<file path="src/rtl/mem_arb_pkg.sv">
// Shared types and defaults for the CPU/DMA memory arbiter.
// Imported by mem_arbiter and by anything that instantiates it.
package mem_arb_pkg;

    typedef enum logic {
        OWN_CPU = 1'b0,
        OWN_DMA = 1'b1
    } owner_e;

    localparam int BURST_MAX_DEF = 4;
    localparam int BURST_W       = 4;

    typedef logic [BURST_W-1:0] burst_t;

    // Count value at which the current grant is the final one of a tenure.
    function automatic burst_t burst_limit(input int max);
        return BURST_W'(max - 1);
    endfunction

endpackage

</file>
<file path="src/rtl/mem_arbiter.sv">
// Single-port RAM arbiter between the CPU core and a DMA requester.
// The CPU stalls (cpu_rdy=0) whenever DMA owns the bus.
module mem_arbiter
    import mem_arb_pkg::*;
#(
    parameter int BURST_MAX = BURST_MAX_DEF
) (
    input  logic        clk,
    input  logic        reset,
    input  logic [15:0] cpu_addr,
    input  logic [7:0]  cpu_dout,
    input  logic        cpu_we,
    output logic [7:0]  cpu_din,
    output logic        cpu_rdy,
    input  logic        dma_req,
    input  logic        dma_last,
    input  logic [15:0] dma_addr,
    input  logic [7:0]  dma_wdata,
    input  logic        dma_we,
    output logic        dma_gnt,
    output logic        dma_ack,
    output logic [7:0]  dma_rdata,
    output logic [15:0] mem_addr,
    output logic [7:0]  mem_wdata,
    output logic        mem_we,
    input  logic [7:0]  mem_rdata
);

    owner_e     state;
    burst_t     burst_cnt;
    logic       last_cpu;
    logic [7:0] hold_q;
    logic       own_cpu;
    logic       burst_end;

    assign own_cpu   = (state == OWN_CPU);
    assign cpu_rdy   = own_cpu;
    assign dma_gnt   = !own_cpu && dma_req;
    assign burst_end = dma_last || (burst_cnt == burst_limit(BURST_MAX));

    // Only the owning side ever reaches the RAM write strobe.
    assign mem_addr  = own_cpu ? cpu_addr : dma_addr;
    assign mem_wdata = own_cpu ? cpu_dout : dma_wdata;
    assign mem_we    = own_cpu ? cpu_we   : (dma_we && dma_req);

    assign dma_rdata = mem_rdata;
    assign cpu_din   = last_cpu ? mem_rdata : hold_q;

    always_ff @(posedge clk or posedge reset) begin
        if (reset) begin
            state     <= OWN_CPU;
            burst_cnt <= '0;
            last_cpu  <= 1'b1;
            hold_q    <= 8'h00;
            dma_ack   <= 1'b0;
        end else begin
            last_cpu <= own_cpu;
            dma_ack  <= dma_gnt;
            if (last_cpu) begin
                hold_q <= mem_rdata;
            end
            case (state)
                OWN_CPU: begin
                    burst_cnt <= '0;
                    if (dma_req) begin
                        state <= OWN_DMA;
                    end
                end
                OWN_DMA: begin
                    if (!dma_req) begin
                        state     <= OWN_CPU;
                        burst_cnt <= '0;
                    end else if (burst_end) begin
                        state     <= OWN_CPU;
                        burst_cnt <= '0;
                    end else begin
                        burst_cnt <= burst_cnt + 1'b1;
                    end
                end
                default: begin
                    state     <= OWN_CPU;
                    burst_cnt <= '0;
                end
            endcase
        end
    end

endmodule

</file>
<file path="config.mk">
export PLATFORM = sky130hd
export DESIGN_NAME = mem_arbiter
export DESIGN_NICKNAME = d
export VERILOG_FILES = /design/src/rtl/mem_arb_pkg.sv /design/src/rtl/mem_arbiter.sv
export SDC_FILE = /design/constraint.sdc
export NUM_CORES = 1
export LEC_CHECK = 0
export ABC_CLOCK_PERIOD_IN_PS = 2800
export CAP_MARGIN = 5
export CORE_MARGIN = 8
export CORE_UTILIZATION = 29
export DETAILED_ROUTE_END_ITERATION = 10
export MAX_ROUTING_LAYER = met4
export PLACE_DENSITY_LB_ADDON = 0.08
export SYNTH_ARGS = -nofsm -noshare
export SYNTH_HDL_FRONTEND = slang
export SYNTH_SLANG_ARGS = --single-unit
</file>
<file path="constraint.sdc">
create_clock -name clk -period 2.8 [get_ports clk]
set_input_delay 0.56 -clock clk [delete_from_list [all_inputs] [get_ports clk]]
set_output_delay 0.56 -clock clk [all_outputs]
set_load 0.005 [all_outputs]
</file>
# Word level (Yosys, flattened, before mapping)
# Cells that the tools add are included.
# word_totals
regBits	15
latch_bits	0
mem_bits_rw	0
mem_bits_ro	0
in_bits	62
output_inout_bits	44
elab_cells	22
mem_count	0
# classes
addsub	1
multipliers	0
n_div	0
magnitude_cmp	0
eq_ne	1
n_shift	0
muxes	11
bitwise	1
reduce_logical	3
# op_table
cell	count
16-bit 2-to-1 mux	1
8-bit 2-to-1 mux	2
4-bit 2-to-1 mux	2
4-bit one-hot mux with 2 select lines	1
4-bit by 1-bit adder with 4-bit output, second input constant	1
4-bit by 2-bit == test with 1-bit output, second input constant	1
1-bit 2-to-1 mux	4
1-bit logical AND	2
1-bit one-hot mux with 2 select lines	1
1-bit logical OR	1
1-bit NOT	1

# Depth between registers and ports, before layout
# Gate-level depths: netlist (run 1).
# depth
depth_word	5
ltp_mapped	4

# Worst setup path after synthesis (run 1)
# OpenSTA, ideal clock, no wires.
# synth_path
path_type	reg-to-output
start	register last_cpu
end	output cpu_din[0]
t_arrival_ns	1.019
slack_ns	1.221
path_stages_with_launch	3
path_cell_list	dfstp_2 -> buf_2 -> mux2_2
# synth_between
elab_chain_len	1
# synth_rtl
item	line_no	source
start, declared	mem_arbiter.sv:31	logic last_cpu;
start signal, assigned	mem_arbiter.sv:57	last_cpu <= own_cpu;
8-bit 2-to-1 mux	mem_arbiter.sv:47	assign cpu_din = last_cpu ? mem_rdata : hold_q;
end, declared	mem_arbiter.sv:13	output logic [7:0] cpu_din,
# No other way between the ends.

# Final worst setup path (run 1)
# layout_path
start	register state
end	output mem_we
# layout_between
elab_chain_len	1
# layout_rtl
item	line_no	source
start, declared	mem_arbiter.sv:29	owner_e state;
start signal, assigned	mem_arbiter.sv:51	state <= OWN_CPU;
start signal, assigned	mem_arbiter.sv:66	state <= OWN_DMA;
start signal, assigned	mem_arbiter.sv:71	state <= OWN_CPU;
1-bit 2-to-1 mux	mem_arbiter.sv:44	assign mem_we = own_cpu ? cpu_we : (dma_we && dma_req);
end, declared	mem_arbiter.sv:25	output logic mem_we,
# No other way between the ends.

==> results, run 1 <==
- In this run the count of I/O pins placed on the die edge is 106.
- The register clock-pin slew on the reported worst setup and hold paths is 0.08 ns.
- The global placement routability congestion is 0.738.
- After detailed routing, the wire length on met1 is 1.25 mm.
- The post-route core utilization is 65.6%.
- Entering global routing, the biggest net connects 16 pins.
- The area enclosed by the die boundary is 0.00523 mm2.
- Dividing the detail-routed via count by the number of cells gives 4.49.
- The highest layer used for signal routing is met4.
- The core region is 0.00303 mm2.
- For the pin with the worst max-slew slack, the measured transition is 0.535 ns.
- In this run the cell area of the synthesized design comes to 921 um2.
- In this run the deepest clock path goes through 2 buffers.
- The tree is rooted in a sky130_fd_sc_hd__clkbuf_4.
- The internal reg-to-reg setup slack is 1.39 ns.
- Timing would allow up to 0.396 GHz.
- The clock period minus worst slack is 2.52 ns.
- The number of antenna diodes in the final layout is 0.
- Across the run, the number of max-cap violations was 0.
- Headroom to the max-slew limit came out at 64.3%.
- Walking the worst path, the cells encountered are inv_2 -> nor2_1 -> a22o_1 -> clkdlybuf4s50_1.
- After detailed routing, the number of remaining DRC violations is 0.
- The worst register-to-register path ends at burst_cnt[3]$_DFF_PP0_.
- For this run, the slowest stage of the critical path takes 0.65 ns.
- The setup skew after layout is 0.000719 ns.
- The required time at the endpoint of the critical path is 2.24 ns.
- After the last flow step, the layout net total stands at 238.
- Post-CTS repair changed the size of 0 cells.
- In this run the number of H-tree levels came out at 1.
- The cell with the biggest individual delay on the critical path is sky130_fd_sc_hd__dfrtp_1.
- Setup repair after global routing left no endpoint under its margin.
- In this run the core area contains 20 standard-cell rows.
- The count of hold-fix buffers inserted at cts is 0.
- The number of search-and-repair iterations in the first detailed-routing pass is 4.
- The number of clock buffers added by TritonCTS is 3.
- The die is 72.4 um tall.
- The estimated wirelength of the detail-placed design is 3.27 mm.
- The number of hold violations in the final report was 0.
- The die is 72.4 um wide.
- For hold timing, the worst endpoint is burst_cnt[0]$_DFF_PP0_.
- In the final routed layout, each cell accounts on average for 17.0 um.
- The path class of the tightest hold or removal check is flop to flop.
- The total length of routed met2 wires is 2.10 mm.
- TritonCTS built the clock tree.
- Counting instances, the worst hold path has a depth of 1.
- The global-route wire length before repair is 5.78 mm.
- Across the VDD grid, the largest voltage drop is 0.263 mV.
- The number of instances in the synthesized netlist is 76.
- The maximum net fanout on the critical path is 12.
- The global routing usage summed across all routing layers is 14.6%.
- After the first detailed-routing iteration, the DRC count stood at 39.
- In the layout the commonest cells are sky130_fd_sc_hd__clkdlybuf4s50_1, sky130_fd_sc_hd__mux2_2, sky130_fd_sc_hd__dfrtp_1.
- The number of warnings printed during yosys synthesis is 0.
- The flip-flop and latch count after synthesis is 15.
- The run finished with clean final reports.
- The endpoint type of the worst setup path is an output pin.
- The final number of setup-violating endpoints is 0.
- The total number of clock tree sinks is 15.
- The final worst hold slack is 0.482 ns.
- The fraction of final layout cells sized beyond drive strength 1 is 21.8%.
- After routing, the total negative slack on setup checks comes to 0 ns.
- The first element of the critical path is state$_DFF_PP0_.
- The startpoint identified for the worst register-to-register timing path is state$_DFF_PP0_.
- The number of antenna-violating nets in the routed design is 0.
- Each instance of the synthesized netlist takes up on average 12.1 um2.
- In this run the static leakage power is 0.788 nW.
- For this configuration, the core starts out at a cell density of 30.4%.
- STA classifies the critical path startpoint as a flop.
- The area growth from synthesis to layout is 116%.
- The number of global-route vias before repair is 1102.
- The fraction of the cycle the final worst path needs is 90.1%.
- The setup path with the least slack is of type flop to output pin.
- The total met3 wirelength after detailed routing is 310 um.
- The commonest non-fill, non-tap cell in the layout is sky130_fd_sc_hd__clkdlybuf4s50_1.
- The initial antenna violation count was 0.
- The post-synth net total is 139.
- The data arrival time of the critical path is 1.96 ns.
- The fill cell instance count of the final layout is 252.
- The post-detailed-routing wire length is 3.70 mm.
- The number of setup buffers added after CTS is 0.
- After synthesis, flip-flops and latches occupy 40.9% of the total area.
- The launch instance of the worst min-delay path is burst_cnt[0]$_DFF_PP0_.
- The number of distinct standard cells referenced by the synthesized netlist is 16.
- The routed layout has 979 vias.
- The count of buffers added on input and output ports is 105.
- Counting cells, the worst reg-to-reg path comes to 3.
- The clock reaches the later pin of the worst-skew pair after 0.28 ns.
- The count of final max-slew check failures came to 0.
- The total congestion overflow is 0.
- In this run the power density over the cells is 353 mW/mm2.
state kept, by name, summed over array words and instances, names as in the netlist:
register   flops
burst_cnt      4
hold_q         8
dma_ack        1
last_cpu       1
state          1
how the worst max path moves through the flow:
| stage | to | cells after the start |
|---|---|---|
| 3_5_place_dp | mem_we | 5 |
| 2_1_floorplan | cpu_din[0] | 2 |
| 3_3_place_gp | mem_we | 5 |
| 5_1_grt | mem_we | 4 |
| 6_report | mem_we | 4 |
| 4_1_cts | mem_we | 4 |
layer usage:
layer  track usage, %  up-vias
met1             14.3      466
met5                -        -
met4             2.27        0
met2             27.4       57
li1                 -      452
met3             5.23        4
cell families (layout without fill, tap and decap cells):
kind of cell / Yosys count / after routing / synth area share, %
AND/OR/NAND/NOR: 7 / 7 / 2.99
multiplexers: 32 / 32 / 39.1
XOR/XNOR: 2 / 2 / 1.90
adder cells (fa/ha/maj): 1 / 1 / 1.36
AO/OA/AOI/OAI: 3 / 3 / 2.72
buffers and inverters: 16 / 114 / 11.0
flip-flops: 15 / 15 / 40.9
worst max-delay path: cells and delay by family, from the launching register on:
family	cells	cell delay, ns
AND/OR/NAND/NOR	1	0.23
buffers and inverters	2	0.63
flip-flops	1	0.65
AO/OA/AOI/OAI	1	0.17
where the power goes:
group,total [mW],switching [mW],internal (mW)
Combinational,0.327,0.0868,0.240
Clock,0.121,0.0662,0.0553
Sequential,0.254,0.0155,0.238
Total,0.702,0.168,0.534
synth_stat cells (all sizes together):
| master | instances | area share, % |
|---|---|---|
| a2111o | 1 | 1.2 |
| a22o | 1 | 0.95 |
| buf | 12 | 9.4 |
| dfrtp | 14 | 38 |
| dfstp | 1 | 2.9 |
| ha | 1 | 1.4 |
| inv | 4 | 1.6 |
| mux2 | 32 | 39 |
| nand3 | 1 | 0.54 |
| nor2 | 6 | 2.4 |
| o21ai | 1 | 0.54 |
| xnor2 | 1 | 0.95 |
| xor2 | 1 | 0.95 |
final cells by class:
cell class / instances / area [um2] / share of cell area [%]
Timing Repair Buffer: 106 / 1070 / 53.9
Multi-Input combinational cell: 45 / 443 / 22.3
Sequential cell: 15 / 377 / 19.0
Clock buffer: 4 / 26.3 / 1.32
Inverter: 4 / 15.0 / 0.756
Tap cell: 44 / 55.1 / 2.77
per-stage QoR:
| step | std cells | worst slack, ns | total power [mW] | instance area [um2] |
|---|---|---|---|---|
| detailed placement | 214 | 0.285 | 0.591 | 1960 |
| finish | 218 | 0.278 | 0.702 | 1990 |
| floorplan | 76 | 1.22 | 0.366 | 921 |
| global route | 218 | 0.115 | 0.741 | 1990 |
| CTS | 218 | 0.206 | 0.715 | 1990 |
| global placement | 214 | 0.372 | 0.583 | 1960 |
(Power assumes the default switching activity.)
==> run 2, diff against run 1 <==
- GPL_TIMING_DRIVEN: unset -> 0
- REMOVE_ABC_BUFFERS: unset -> 1
==> run 2 against run 1 <==
- cell count fell by 0.46%
- core utilization fell by 0.58 points
- critical path depth did not move
- routed wire length fell by 4.5%
- setup slack got worse by 0.0070 ns
- sequential share of layout area rose by 0.23 points
- sequential power rose by 3%
- register-to-register slack got worse by 0.05 ns
- clock-buffer cell count fell by 1
- largest cell class unchanged
==> results, run 2 (synthesis results as in run 1) <==
- Outcome: finished clean (unchanged).
- The maximum net fanout on the critical path is 26 (was 12).
- The leakage power is 0.781 nW (was 0.788 nW).
- The number of primary I/O pins is 106 (unchanged).
- The maximum cell stage delay along the critical path is 0.72 ns (was 0.65 ns).
- The width of the die came to 72.4 um (unchanged).
- The via density per instance is 4.40 (was 4.49).
- The endpoint type of the worst setup path is an output pin (unchanged).
- The worst-margin pin slew is 0.557 ns (was 0.535 ns).
- The power density over the cells is 352 mW/mm2 (was 353 mW/mm2).
- The initial cell density of the core is 30.4% (unchanged).
- The relative area change from synthesis to final layout is 114% (was 116%).
- The remaining routing DRC violations was 0 (unchanged).
- The number of search-and-repair iterations in the first detailed-routing pass is 4 (unchanged).
- The required time at the endpoint of the critical path came to 2.24 ns (about the same).
- The total number of nets in the final design is 237 (was 238).
- The fraction of final layout cells sized beyond drive strength 1 is 22.5% (was 21.8%).
- The setup skew after layout came to 0.00672 ns (was 0.000719 ns).
- The launch instance of the worst min-delay path was burst_cnt[0]$_DFF_PP0_ (unchanged).
- The count of buffering cells on the critical path with inverters included is 2 (unchanged).
- The commonest non-fill, non-tap cell in the layout is sky130_fd_sc_hd__clkdlybuf4s50_1 (unchanged).
- The count of hold-fix buffers inserted at cts is 0 (unchanged).
- The startpoint class of the critical path is a flop (unchanged).
- The timing-limited maximum frequency came to 0.395 GHz (was 0.396 GHz).
- The count of final max-slew check failures is 0 (unchanged).
- Largest registers: hold_q: 8 flops, burst_cnt: 4 flops (unchanged).
- The relative max-transition margin is 62.8% (was 64.3%).
- The clock root buffer is sky130_fd_sc_hd__clkbuf_4 (unchanged).
- The total number of clock tree sinks is 15 (unchanged).
- The flip-flop count of the largest register, all copies and words added was 8 (unchanged).
- The register with the most flip-flops is hold_q (unchanged).
- The number of buffers on the longest clock path is 2 (unchanged).
- The clock tree from TritonCTS is done (unchanged).
- The overall power after layout is 693 uW (was 702 uW).
- The estimated wirelength of the detail-placed design is 3.12 mm (was 3.27 mm).
- The final number of setup-violating endpoints is 0 (unchanged).
- The register clock-pin slew on the reported worst setup and hold paths was 0.09 ns (was 0.08 ns).
- The latest clock arrival within the worst-skew pair is 0.28 ns (about the same).
- The average wire length per cell after detail routing was 16.3 um (was 17.0 um).
- The die height is 72.4 um (unchanged).
- Unrepaired setup endpoints after global routing: false (unchanged).
- The initial antenna violation count is 0 (unchanged).
- The final total negative setup slack is 0 ns (unchanged).
- The total vias in the final route is 955 (was 979).
- The worst slack at placement is 0.212 ns (was 0.285 ns).
- The global placement routability congestion came to 0.696 (was 0.738).
- The post-CTS setup-driven buffer insertion count is 0 (unchanged).
- The kind of cell adding the most delay to the critical path is flip-flops (unchanged).
- The worst flop-to-flop path startpoint is state$_DFF_PP0_ (unchanged).
- The post-detailed-routing wire length was 3.54 mm (was 3.70 mm).
- The maximum level of the CTS H-tree came to 1 (unchanged).
- The number of global-route vias before repair came to 1137 (was 1102).
- The number of input and output port buffers inserted is 105 (unchanged).
- The maximum number of pins on one net before global-route repair came to 27 (was 16).
- The site row count is 20 (unchanged).
- The post-route core utilization is 65.0% (was 65.6%).
- The number of cells upsized or downsized after cts is 1 (was 0).
- The area of the core is 0.00303 mm2 (unchanged).
- The final worst hold slack was 0.479 ns (was 0.482 ns).
- The number of hold violations in the final report is 0 (unchanged).
- The worst hold-check path type is flop to flop (unchanged).
- The area enclosed by the die boundary is 0.00523 mm2 (unchanged).
- The fraction of the cycle the final worst path needs is 90.3% (was 90.1%).
- The global-route wire length before repair is 5.64 mm (was 5.78 mm).
- The cell with the biggest individual delay on the critical path is sky130_fd_sc_hd__dfrtp_2 (was sky130_fd_sc_hd__dfrtp_1).
- The global routing usage summed across all routing layers is 14.0% (was 14.6%).
- The number of antenna-violating nets in the routed design came to 0 (unchanged).
- Cell Chain, Critical Path: inv_2 -> nor2_1 -> a22o_1 -> clkdlybuf4s50_1 (unchanged).
- The worst setup margin was 0.271 ns (was 0.278 ns).
- The initial DRC count is 20 (was 39).
- The fill cell instance count of the final layout is 268 (was 252).
- Top library cells by usage in the layout, fill and taps aside: sky130_fd_sc_hd__clkdlybuf4s50_1, sky130_fd_sc_hd__mux2_2, sky130_fd_sc_hd__dfrtp_1 (unchanged).
- The number of maximum-capacitance violations is 0 (unchanged).
- The worst setup path category is flop to output pin (unchanged).
- The total CTS buffers came to 3 (unchanged).
- The data arrival time of the critical path was 1.97 ns (was 1.96 ns).
- The total inserted antenna cells is 0 (unchanged).
- The largest voltage drop on the vdd net is 0.144 mV (was 0.263 mV).
- The first element of the critical path is state$_DFF_PP0_ (unchanged).
- The clock period minus worst slack is 2.53 ns (was 2.52 ns).
- The total congestion overflow is 0 (unchanged).
-- run 2: cell types whose count changed in the layout (fill, tap and decap cells not counted), sizes merged --
cell    before  now
buf          1    0
clkinv       0    1
clkbuf       4    3
-- run 2: stage by stage --
stage          std cells  instance area, um2
2_1_floorplan         64                 835
3_3_place_gp         213                1940
3_5_place_dp         213                1940
4_1_cts              217                1970
5_1_grt              217                1970
6_report             217                1970
-- run 2: worst paths after layout --
kind	cells past startpoint	slack (ns)	end
worst min-delay path	1	0.48	burst_cnt[0]$_DFF_PP0_
worst min register to register	1	0.48	burst_cnt[0]$_DFF_PP0_
worst max register to register	3	1.34	state$_DFF_PP0_
max in group asynchronous	2	1.78	state$_DFF_PP0_
min in group asynchronous	2	0.62	burst_cnt[1]$_DFF_PP0_
worst max-delay path	4	0.27	mem_we
-- run 2: cell type report --
class | instances | area [um2] | area share (%)
clock buffers | 3 | 22.5 | 1.14
repair buffers | 105 | 1050 | 53.4
well taps | 44 | 55.1 | 2.80
clock inverters | 1 | 5.00 | 0.254
flip-flops and latches | 15 | 378 | 19.2
multi-input cells | 45 | 443 | 22.5
inverters | 4 | 15.0 | 0.762
-- run 2: power breakdown --
part / switching (mW) / internal [mW] / leakage, nW
Sequential: 0.0238 / 0.238 / 0.184
Clock: 0.0678 / 0.0528 / 0.0177
Combinational: 0.0761 / 0.234 / 0.579
Total: 0.168 / 0.525 / 0.780
-- run 2: metal layers --
layer,share of wire (%),track usage [%],vias to the layer above
met1,36,13.4,445
met4,0.68,3.40,0
met5,0,-,-
met2,52,25.5,56
li1,-,-,452
met3,11,5.65,2
==> run 3, diff against run 2 <==
- ABC_CLOCK_PERIOD_IN_PS: 2800 -> 2700
- CORE_UTILIZATION: 29 -> 27
- GPL_TIMING_DRIVEN: 0 -> 1
- clock period: 2.8 -> 2.7 ns (I/O delays scaled with it)
==> run 3 against run 2 <==
- sequential cell count unchanged
- setup slack lost 0.036 ns
- global-route usage shrank 0.81 points
- critical path depth up 1
- first-iteration DRC count fell by 15%
- worst hold slack worse by 0.0012 ns
- largest cell class unchanged
- register-to-register slack barely moved
==> results, run 3 (synthesis results as in run 1) <==
- The number of cells upsized or downsized after cts is 0 (was 1).
- The total vias in the final route is 923 (was 955).
- The total congestion overflow is 0 (unchanged).
- The power spent charging and discharging nets is 171 uW (was 168 uW).
- The remaining routing DRC violations was 0 (unchanged).
- The final number of setup-violating endpoints is 0 (unchanged).
- The global routing usage summed across all routing layers is 13.2% (was 14.0%).
- The post-detailed-routing wire length was 3.67 mm (was 3.54 mm).
- The number of cells after detailed placement was 216 (was 213).
- The number of cells traversed by the worst hold path is 1 (unchanged).
- The area enclosed by the die boundary is 0.00554 mm2 (was 0.00523 mm2).
- The data arrival time of the critical path came to 1.92 ns (was 1.97 ns).
- The maximum net fanout on the critical path is 26 (unchanged).
- Timing would allow up to 0.406 GHz.
- The site row count is 21 (was 20).
- The total CTS buffers is 3 (unchanged).
- The number of input and output port buffers inserted was 105 (unchanged).
- The register with the most flip-flops is hold_q (unchanged).
- The combinational fraction of design power is 47.6% (was 44.8%).
- The initial cell density of the core is 27.8% (was 30.4%).
- The relative area change from synthesis to final layout is 115% (was 114%).
- The average wire length per cell after detail routing is 16.7 um (was 16.3 um).
- The number of antenna-violating nets in the routed design was 0 (unchanged).
- The count of hold-fix buffers inserted at cts is 0 (unchanged).
- The estimated wirelength of the detail-placed design came to 3.24 mm (was 3.12 mm).
- The clock root buffer is sky130_fd_sc_hd__clkbuf_4 (unchanged).
- The die height is 74.4 um (was 72.4 um).
- The number of maximum-capacitance violations was 0 (unchanged).
- The via density per instance came to 4.20 (was 4.40).
- The startpoint class of the critical path was a flop (unchanged).
- The endpoint type of the worst setup path is an output pin (unchanged).
- The final standard cell count with taps included and fillers excluded came to 220 (was 217).
- The required time at the endpoint of the critical path is 2.16 ns (was 2.24 ns).
- Top library cells by usage in the layout, fill and taps aside: sky130_fd_sc_hd__clkdlybuf4s50_1, sky130_fd_sc_hd__mux2_2, sky130_fd_sc_hd__dfrtp_1 (unchanged).
- The smallest clock period supported by the final layout is computed as 2.46 ns.
- The switching share of power is 23.7% (was 24.2%).
- The worst-margin pin slew is 0.526 ns (was 0.557 ns).
- The post-CTS setup-driven buffer insertion count was 0 (unchanged).
- The power density over the cells is 364 mW/mm2 (was 352 mW/mm2).
- The flip-flop count of the largest register, all copies and words added is 8 (unchanged).
- The initial DRC count is 17 (was 20).
- The relative max-transition margin is 64.9% (was 62.8%).
- The internal power contribution came to 549 uW (was 525 uW).
- The latest clock arrival within the worst-skew pair is 0.27 ns (was 0.28 ns).
- The global-route wire length before repair is 5.42 mm (was 5.64 mm).
- The setup skew after layout is 0.00476 ns (was 0.00672 ns).
- The number of hold violations in the final report is 0 (unchanged).
- The worst hold-check path type is flop to flop (unchanged).
- The clock group share of total power is 16.8% (was 17.4%).
- The maximum level of the CTS H-tree is 1 (unchanged).
- The end of the worst register-to-register path is state$_DFF_PP0_ (unchanged).
- The first element of the critical path was state$_DFF_PP0_ (unchanged).
- The destination of the worst hold path was burst_cnt[0]$_DFF_PP0_ (unchanged).
- The leakage power is 0.784 nW (was 0.781 nW).
- The number of primary I/O pins came to 106 (unchanged).
- The launch instance of the worst min-delay path is burst_cnt[0]$_DFF_PP0_ (unchanged).
- The global placement routability congestion was 0.717 (was 0.696).
- The width of the die came to 74.4 um (was 72.4 um).
- The commonest non-fill, non-tap cell in the layout is sky130_fd_sc_hd__clkdlybuf4s50_1 (unchanged).
- The total number of clock tree sinks is 15 (unchanged).
- The number of global-route vias before repair is 1094 (was 1137).
- The final worst hold slack was 0.478 ns (was 0.479 ns).
- The final total negative setup slack is 0 ns (unchanged).
- The number of cells traversed by the worst register-to-register path is 4 (was 3).
- The area of the core came to 0.00331 mm2 (was 0.00303 mm2).
- The fraction of final layout cells sized beyond drive strength 1 was 21.8% (was 22.5%).
- The maximum number of pins on one net before global-route repair is 27 (unchanged).
- Unrepaired setup endpoints after global routing: false (unchanged).
- The overall power after layout is 720 uW (was 693 uW).
- The worst flop-to-flop path startpoint is state$_DFF_PP0_ (unchanged).
- The initial antenna violation count was 0 (unchanged).
- The number of buffers on the longest clock path is 2 (unchanged).
- The total number of nets in the final design is 238 (was 237).
- The count of final max-slew check failures is 0 (unchanged).
- The relative contribution of sequential cells to total power came to 35.6% (was 37.8%).
- Largest registers: hold_q: 8 flops, burst_cnt: 4 flops (unchanged).
- The largest voltage drop on the vdd net was 0.159 mV (was 0.144 mV).
- The register clock-pin slew on the reported worst setup and hold paths came to 0.08 ns (was 0.09 ns).
- The internal reg-to-reg setup slack is 1.33 ns (was 1.34 ns).
- The total inserted antenna cells was 0 (unchanged).
- Outcome: finished clean (unchanged).
- The number of search-and-repair iterations in the first detailed-routing pass is 3 (was 4).
- Dividing the final minimum period by the clock period gives 91.3%.
- The worst setup path category is flop to output pin (unchanged).
- The clock tree from TritonCTS was done (unchanged).
-- run 3: cell count changes in the layout (fill, tap and decap cells not counted) --
cell,previous run,this run
sky130_fd_sc_hd__buf_4,0,1
sky130_fd_sc_hd__clkbuf_1,0,1
sky130_fd_sc_hd__clkinv_2,1,0
sky130_fd_sc_hd__dfrtp_1,13,14
sky130_fd_sc_hd__dfrtp_2,1,0
-- run 3: stage by stage --
stage | setup slack [ns] | cell area (um2) | util, %
finish | 0.235 | 1980 | 59.7
global route | 0.117 | 1980 | 59.7
CTS | 0.214 | 1980 | 59.7
detailed placement | 0.250 | 1950 | 58.9
global placement | 0.293 | 1950 | 58.9
floorplan | 0.838 | 835 | -
-- run 3: worst max path at each step --
| stage | to | slack (ns) | cells after the start |
|---|---|---|---|
| after floorplan | mem_we | 0.84 | 3 |
| after global placement | mem_we | 0.29 | 5 |
| after detailed placement | mem_we | 0.25 | 5 |
| after CTS | mem_we | 0.21 | 5 |
| after global routing | mem_we | 0.12 | 5 |
| final | mem_we | 0.24 | 5 |
-- run 3: power groups by stage --
stage | Sequential (mW) | Combinational (mW) | Clock (mW)
CTS | 0.257 | 0.350 | 0.126
finish | 0.256 | 0.343 | 0.121
global route | 0.259 | 0.368 | 0.142
global placement | 0.261 | 0.342 | 0
detailed placement | 0.262 | 0.347 | 0
floorplan | 0.270 | 0.0926 | 0
-- run 3: cell type report --
type                    instances  area [um2]
fillers                       294        1330
repair buffers                106        1060
multi-input cells              45         443
flip-flops and latches         15         377
well taps                      46        57.6
clock buffers                   4        26.3
inverters                       4        15.0
-- run 3: critical path, cell delays in order, from the launching register on --
cell,delay [ns]
sky130_fd_sc_hd__dfrtp_1,0.33
sky130_fd_sc_hd__buf_4,0.31
sky130_fd_sc_hd__inv_2,0.11
sky130_fd_sc_hd__nor2_1,0.21
sky130_fd_sc_hd__a22o_1,0.16
sky130_fd_sc_hd__clkdlybuf4s50_1,0.53
-- run 3: per-layer routing --
layer | track usage, % | vias up | part of all wire (%)
met4 | 3.91 | 0 | 1.1
met1 | 13.6 | 414 | 36
met2 | 23.0 | 52 | 55
met5 | - | - | 0
li1 | - | 453 | -
met3 | 4.58 | 4 | 8.6
